## config.mk

```make
export PLATFORM = sky130hd
export DESIGN_NAME = dual_config_csr_responder_flat
export DESIGN_NICKNAME = d
export VERILOG_FILES = /design/src/rtl/dual_config_csr_responder_if.sv /design/src/rtl/dual_config_csr_responder.sv /design/src/flat_wrapper.sv
export SDC_FILE = /design/constraint.sdc
export NUM_CORES = 1
export LEC_CHECK = 0
export CAP_MARGIN = 25
export CORE_MARGIN = 5
export CORE_UTILIZATION = 40
export CTS_BUF_LIST = sky130_fd_sc_hd__clkbuf_4 sky130_fd_sc_hd__clkbuf_8
export DETAILED_ROUTE_END_ITERATION = 10
export GPL_ROUTABILITY_DRIVEN = 0
export PLACE_DENSITY_LB_ADDON = 0.1
export SETUP_SLACK_MARGIN = 0.05
export SKIP_CTS_REPAIR_TIMING = 1
export SLEW_MARGIN = 10
export SYNTH_ARGS = -nofsm -noshare
export SYNTH_HDL_FRONTEND = slang
export SYNTH_SLANG_ARGS = --single-unit
```

## constraint.sdc

```tcl
create_clock -name clk -period 3.12 [get_ports clk]
set_input_delay 0.624 -clock clk [delete_from_list [all_inputs] [get_ports clk]]
set_output_delay 0.624 -clock clk [all_outputs]
set_load 0.05 [all_outputs]
```

## src/rtl/dual_config_csr_responder_if.sv

```systemverilog
// -----------------------------------------------------------------------------
// dual_config_csr_responder_if
// Avalon-MM style register bus between the control-interface initiator and the
// dual-image configuration CSR responder.
//   Addr      : register select (0 = status, 1 = control)
//   Read      : one-cycle read strobe
//   ReadData  : registered read data from the responder
//   Write     : one-cycle write strobe
//   WriteData : write data
// -----------------------------------------------------------------------------
interface dual_config_csr_responder_if;
   logic        Addr;
   logic        Read;
   logic [31:0] ReadData;
   logic        Write;
   logic [31:0] WriteData;

   modport master (
      output Addr,
      output Read,
      output Write,
      output WriteData,
      input  ReadData
   );

   modport slave (
      input  Addr,
      input  Read,
      input  Write,
      input  WriteData,
      output ReadData
   );
endinterface

```

## src/rtl/dual_config_csr_responder.sv

```systemverilog
// -----------------------------------------------------------------------------
// dual_config_csr_responder
// Control/status register pair for dual-image configuration plus the
// reconfiguration-request sequencer started from the control register.
//
// Ports:
//   clk               : system clock, rising edge
//   reset_n           : asynchronous active-low reset
//   bus               : register bus (slave modport)
//   reconfig_req      : one-cycle request pulse, high during ARM
//   config_sel_out    : stored image select (control bit2)
//   sel_overwrite_out : stored image-select override (control bit1)
//   busy              : sequencer not IDLE
//
// Optional build macro: DUAL_CONFIG_CLEAR_ON_READ_EN
//   defined   -> a status read clears WR_BUSY_ERR (a same-edge set wins)
//   undefined -> WR_BUSY_ERR is sticky until reset
//
// Sequencer states:
//   state | meaning
//   IDLE  | waiting for a trigger write, control writes accepted
//   ARM   | one cycle, reconfig_req asserted
//   BUSY  | BUSY_CYCLES cycles, down-counter running
//   DONE  | one cycle, trigger counter incremented
// -----------------------------------------------------------------------------
module dual_config_csr_responder #(
   parameter int BUSY_CYCLES = 16,
   parameter int CNT_W       = 8
) (
   input  logic                        clk,
   input  logic                        reset_n,
   dual_config_csr_responder_if.slave  bus,
   output logic                        reconfig_req,
   output logic                        config_sel_out,
   output logic                        sel_overwrite_out,
   output logic                        busy
);

   localparam logic [1:0] S_IDLE = 2'd0;
   localparam logic [1:0] S_ARM  = 2'd1;
   localparam logic [1:0] S_BUSY = 2'd2;
   localparam logic [1:0] S_DONE = 2'd3;

   localparam logic [7:0]       BUSY_LOAD = 8'(BUSY_CYCLES - 1);
   localparam logic [CNT_W-1:0] CNT_ONE   = CNT_W'(1);

   logic [1:0]       r_state;
   logic [7:0]       r_cnt;
   logic [CNT_W-1:0] r_trig_cnt;
   logic             r_sel;
   logic             r_sel_ovr;
   logic             r_wr_err;
   logic [31:0]      r_rdata;

   logic             w_idle;
   logic             w_wr_ctrl;
   logic             w_busy_err;
   logic [31:0]      w_status;
   logic [31:0]      w_ctrl;

   assign w_idle     = (r_state == S_IDLE);
   assign w_wr_ctrl  = bus.Write & bus.Addr;
   assign w_busy_err = w_wr_ctrl & ~w_idle;

   assign w_status = {16'b0, r_trig_cnt, 4'b0, r_state, r_wr_err, ~w_idle};
   assign w_ctrl   = {29'b0, r_sel, r_sel_ovr, 1'b0};

   assign busy              = ~w_idle;
   assign reconfig_req      = (r_state == S_ARM);
   assign config_sel_out    = r_sel;
   assign sel_overwrite_out = r_sel_ovr;
   assign bus.ReadData      = r_rdata;

   // Read data captures pre-edge register values, so a simultaneous write
   // is only visible on a later read.
   always_ff @(posedge clk or negedge reset_n) begin
      if (!reset_n) begin
         r_rdata <= '0;
      end else if (bus.Read) begin
         r_rdata <= bus.Addr ? w_ctrl : w_status;
      end
   end

   always_ff @(posedge clk or negedge reset_n) begin
      if (!reset_n) begin
         r_sel     <= 1'b0;
         r_sel_ovr <= 1'b0;
      end else if (w_wr_ctrl && w_idle) begin
         r_sel     <= bus.WriteData[2];
         r_sel_ovr <= bus.WriteData[1];
      end
   end

   always_ff @(posedge clk or negedge reset_n) begin
      if (!reset_n) begin
         r_wr_err <= 1'b0;
      end else begin
`ifdef DUAL_CONFIG_CLEAR_ON_READ_EN
         // Set has priority over the read-clear on the same edge.
         if (w_busy_err)
            r_wr_err <= 1'b1;
         else if (bus.Read && !bus.Addr)
            r_wr_err <= 1'b0;
`else
         if (w_busy_err)
            r_wr_err <= 1'b1;
`endif
      end
   end

   always_ff @(posedge clk or negedge reset_n) begin
      if (!reset_n) begin
         r_state    <= S_IDLE;
         r_cnt      <= '0;
         r_trig_cnt <= '0;
      end else begin
         case (r_state)
            S_IDLE: begin
               if (w_wr_ctrl && bus.WriteData[0])
                  r_state <= S_ARM;
            end
            S_ARM: begin
               r_cnt   <= BUSY_LOAD;
               r_state <= S_BUSY;
            end
            S_BUSY: begin
               if (r_cnt == 8'd0)
                  r_state <= S_DONE;
               else
                  r_cnt <= r_cnt - 8'd1;
            end
            S_DONE: begin
               r_trig_cnt <= r_trig_cnt + CNT_ONE;
               r_state    <= S_IDLE;
            end
            default: r_state <= S_IDLE;
         endcase
      end
   end

endmodule

```

## src/flat_wrapper.sv

```systemverilog
// flat-port wrapper written by rule: the top's interface ports become plain ports
module dual_config_csr_responder_flat 
#(
   parameter int BUSY_CYCLES = 16,
   parameter int CNT_W       = 8
)
  (clk, reset_n, reconfig_req, config_sel_out, sel_overwrite_out, busy, bus_Addr, bus_Read, bus_Write, bus_WriteData, bus_ReadData);
  dual_config_csr_responder_if bus_i ();
  input  logic clk;
  input  logic reset_n;
  output logic reconfig_req;
  output logic config_sel_out;
  output logic sel_overwrite_out;
  output logic busy;
  input wire logic [$bits(bus_i.Addr)-1:0] bus_Addr;
  input wire logic [$bits(bus_i.Read)-1:0] bus_Read;
  input wire logic [$bits(bus_i.Write)-1:0] bus_Write;
  input wire logic [$bits(bus_i.WriteData)-1:0] bus_WriteData;
  output wire logic [$bits(bus_i.ReadData)-1:0] bus_ReadData;
  assign bus_i.Addr = bus_Addr;
  assign bus_i.Read = bus_Read;
  assign bus_i.Write = bus_Write;
  assign bus_i.WriteData = bus_WriteData;
  assign bus_ReadData = bus_i.ReadData;
  dual_config_csr_responder #(.BUSY_CYCLES(BUSY_CYCLES), .CNT_W(CNT_W)) u_core (.clk(clk), .reset_n(reset_n), .bus(bus_i), .reconfig_req(reconfig_req), .config_sel_out(config_sel_out), .sel_overwrite_out(sel_overwrite_out), .busy(busy));
endmodule
```

---- Word level (Yosys, flattened, before mapping) ----
Cells that the tools add are included.
word-level totals
  bits in registers ....................... 53
  output and inout port bits .............. 36
operators by class
  add/subtract/negate cells ............... 2
  equality and inequality tests ........... 6
  muxes and demuxes ....................... 6
  bitwise operators ....................... 3
  reduce and logical (&&, ||, !) cells .... 7
operator list
  operator                                                                  count
  16-bit two-way mux                                                        1
  8-bit one-hot mux with 2 select lines                                     1
  8-bit by 1-bit adder with 8-bit output (second input constant)            1
  8-bit zero test                                                           1
  8-bit two-way mux                                                         1
  2-bit one-hot mux with 4 select lines                                     1
  8-bit by 1-bit subtractor with 8-bit output (second input constant)       1
  2-bit == test (second input constant)                                     2
  2-bit two-way mux                                                         2
  2-bit inequality test (second input constant)                             2
  2-bit AND reduction                                                       2
  1-bit AND                                                                 2
  2-bit by 1-bit == test with 1-bit output (second input constant)          1
  1-bit logical AND                                                         2
  2-bit zero test                                                           1
  2-bit by 1-bit inequality test with 1-bit output (second input constant)  1
  2-bit nonzero test                                                        1
  1-bit inverter                                                            1

---- Depth between registers and ports, before layout ----
  depth in word-level cells ............... 4
  gate-level depth with buffers ........... 6
  gate-level depth less buffers ........... 6

---- Least setup slack after synthesis ----
No wires, ideal clock.
  path kind ............................... reg-to-reg
  from .................................... reg u_core.r_cnt[0]
  to ...................................... reg u_core.r_state[1]
  data arrival time ....................... 1.673 ns
  slack ................................... 1.322 ns
  cell stages (with the launch flop) ...... 7
  clock period less this slack ............ 1.798 ns
  cell sequence ........................... dfrtp_1 -> inv_1 -> ha_1 -> nor3b_1 -> nand3_1 -> a21oi_1 -> mux2_2
between the ends
  word-level cells in the longest chain between the ends .. 3
RTL lines
  item                                                        line                              text
  start: declaration                                          dual_config_csr_responder.sv:48   logic [7:0] r_cnt;
  start signal: assignment                                    dual_config_csr_responder.sv:130  r_cnt <= r_cnt - 8'd1;
  8-bit zero test                                             dual_config_csr_responder.sv:127  if (r_cnt == 8'd0)
  2-bit by 1-bit inequality test with 1-bit output (no line)  --
  2-bit AND reduction (no line)                               --
  end signal: assignment                                      dual_config_csr_responder.sv:124  r_state <= S_BUSY;
  end signal: assignment                                      dual_config_csr_responder.sv:128  r_state <= S_DONE;
  end signal: assignment                                      dual_config_csr_responder.sv:134  r_state <= S_IDLE;
  end: declaration                                            dual_config_csr_responder.sv:47   logic [1:0] r_state;
No other way between the ends.
A chain may end at the register's enable or synchronous reset.

---- Final worst setup path ----
  from .................................... reg u_core.r_state[1]
  to ...................................... out reconfig_req
between the ends
  word-level cells in the longest chain between the ends .. 1
RTL lines
  item                                      line                              text
  start signal: assignment                  dual_config_csr_responder.sv:113  r_state <= S_IDLE;
  start signal: assignment                  dual_config_csr_responder.sv:120  r_state <= S_ARM;
  start signal: assignment                  dual_config_csr_responder.sv:124
  2-bit by 1-bit == test with 1-bit output  dual_config_csr_responder.sv:69   assign reconfig_req = (r_state == S_ARM);
  end: declaration                          flat_wrapper.sv:11                output logic reconfig_req;
No other way between the ends.

==> results.yml <==
yosys:
  async_flop_share_pct: 100
  seq_area_frac_synth_pct: 47.4
  synth_edf_count: 0
  ys_ff_latch: 33
  syn_area_per_cell_um2: 10.5
  ys_types: 36
  ys.flop_type: "dfrtp_1"
  synthCells: 166
  synth_area_mm2: 0.00174
  yosys_warnings: 0
global_route:
  grt_max_degree: 34
  grt_pass1_vias: 1211
  grtUsageTotal_pct: 12.1
  overflow: 0
  grt_pass1_wl_mm: 5.73
  antenna_found_initial: 0
route:
  drt-met1-wl_mm: 1.48
  wl_met2_mm: 1.60
  drc_errors: 0
  vias: 1160
  wl_met3_um: 139
  ant_nets: 0
  drtIter0Drc: 50
  post_drt_wl_per_cell_um: 13.5
  vias_per_cell: 4.77
  drtPass1Iterations: 4
  routed.top_layer: "met4"
  drt-total-wl_mm: 3.28
timing:
  slew_headroom_pct: 50.8
  rsz0062_at_grt: "no"
  finalSetupViolations: 0
  tightestPinTransition_ps: 736
  hold_viol: 0
  fmax_ghz: 0.382
  min_period_ps: 2620
  tns_ps: 0
  drv_slew: 0
  fin_crit_sh_pct: 84.0
  finClkSkew_ps: 11.6
  setup_slack_ps: 499
clocking:
  cts_sinks: 33
  cts_tree: "built"
  htreeDepth: 2
  clkTransAtPathRegs_ps: 70
  cts_root_buffer: "clkbuf_8"
  clk_path_buf_depth: 2
  worst_skew_pair.late_latency_ps: 280
  cts_buffers: 5
finish:
  drive_gt1_share_pct: 10.5
  antenna_cells: 0
  layout.cells.most_common: "dfrtp_1"
  layout.nets: 234
  mostFrequentLayoutCells: "dfrtp_1, clkdlybuf4s50_1, conb_1"
  area_delta_synth_final_pct: 18.5
power:
  ir_worst_vdd_mv: 0.443
  p_leak_nw: 0.925
  power_density_mw_per_mm2: 910
min_path:
  min_path_type: "flop to flop"
  hold_depth: 1
critical_path:
  crit_fanout: 6
  worstSetupPathType: "flop to output port"
  r2r_setup_slack_ps: 1040
  crit_chain: "inv_1 -> ha_1 -> clkdlybuf4s50_1"
  crit_required_ps: 2500
  arrival_ps: 2000
  start_kind: "flop"
  slowest_stage: "clkdlybuf4s50_1"
  cpPeakStageDelay_ps: 860
  cp-end-kind: "output port"
  rr_worst_depth: 6
placed_design:
  pre_cts_slack_ps: 790
  hpwl_mm: 2.36
  portBuffers: 23
die:
  die_y_um: 76.0
  start_util_pct: 40.6
  design.die.area_mm2: 0.00577
  core-area_mm2: 0.00429
  row_count: 24
  io_pins: 73
  dieWidth_um: 76.0
run_status:
  status: "finished, final reports clean"
job:
  maxCapViolCount: 0
## worst paths after layout
kind,start,end
worst max-delay path,u_core.r_state[1],reconfig_req
worst min-delay path,u_core.r_trig_cnt[7],u_core.r_trig_cnt[7]
worst max register to register,u_core.r_cnt[0],u_core.r_state[1]
worst min register to register,u_core.r_trig_cnt[7],u_core.r_trig_cnt[7]
max in group asynchronous,reset_n,u_core.r_trig_cnt[7]
min in group asynchronous,reset_n,u_core.r_cnt[5]
## cells in the mapped netlist (2+ instances only)
master / instances / area [um2]
dfrtp_1: 33 / 826
buf_4: 20 / 150
inv_1: 15 / 56.3
o21ai_0: 12 / 60.1
nand3b_1: 9 / 67.6
ha_1: 7 / 87.6
clkbuf_1: 6 / 22.5
mux2_2: 6 / 67.6
nor2_1: 6 / 22.5
a21oi_1: 5 / 25.0
nand2_1: 5 / 18.8
xnor2_1: 5 / 43.8
mux2i_1: 4 / 40.0
nand3_1: 3 / 15.0
xor2_1: 3 / 26.3
a21o_1: 2 / 15.0
a31oi_1: 2 / 12.5
nand4_1: 2 / 12.5
nand4b_1: 2 / 17.5
nor3_1: 2 / 10.0
nor3b_1: 2 / 15.0
## final cells by class
type	instances	area, um2
repair buffers	24	238
well taps	52	65.1
fillers	392	2230
clock buffers	7	90.1
flip-flops and latches	33	826
clock inverters	1	30.0
inverters	15	56.3
multi-input cells	111	758
## routing by layer
layer | up-vias | track usage (%)
li1 | 574 | -
met1 | 558 | 14.1
met2 | 23 | 20.6
met3 | 5 | 3.31
met4 | 0 | 5.34
met5 | - | 0
## power breakdown
group / switching, W / internal (W)
logic: 0.000512 / 0.000298
clock network: 0.000148 / 0.000269
registers: 0.000106 / 0.000545
total: 0.000766 / 0.00111
## sequential cells by signal, indices dropped and copies added, names as in the netlist
register                  count
u_core.config_sel_out         1
u_core.r_cnt                  8
u_core.r_state                2
u_core.r_trig_cnt             8
u_core.r_wr_err               1
u_core.bus.ReadData          12
u_core.sel_overwrite_out      1
## cells by family after synthesis
group	after synthesis	share of synthesized area, %
buf+inv	41	13.1
simple gates	40	14.9
flops	33	47.4
compound gates	26	9.05
mux	10	6.18
xor+xnor	8	4.02
fa+ha+maj	7	5.03
other cells	1	0.215
## per-stage QoR
| step | hold slack (ps) | cell area, um2 | utilization, % | power [W] | cells |
|---|---|---|---|---|---|
| after global placement | 454 | 1940 | 45.3 | 0.00145 | 235 |
| final | 474 | 2060 | 48.0 | 0.00188 | 243 |
| after floorplan | 328 | 1810 | - | 0.00126 | 185 |
| after detailed placement | 464 | 1940 | 45.3 | 0.00147 | 235 |
| after CTS | 481 | 2060 | 48.0 | 0.00190 | 243 |
| after global routing | 510 | 2060 | 48.0 | 0.00199 | 243 |
## worst max-delay path, delay by kind of cell, from the launching register on
family                     cells  cell delay [ps]
DFF                            1              420
buffers and inverters          2              970
adders and majority gates      1              310
No activity file was read; power rests on OpenSTA's default activity.
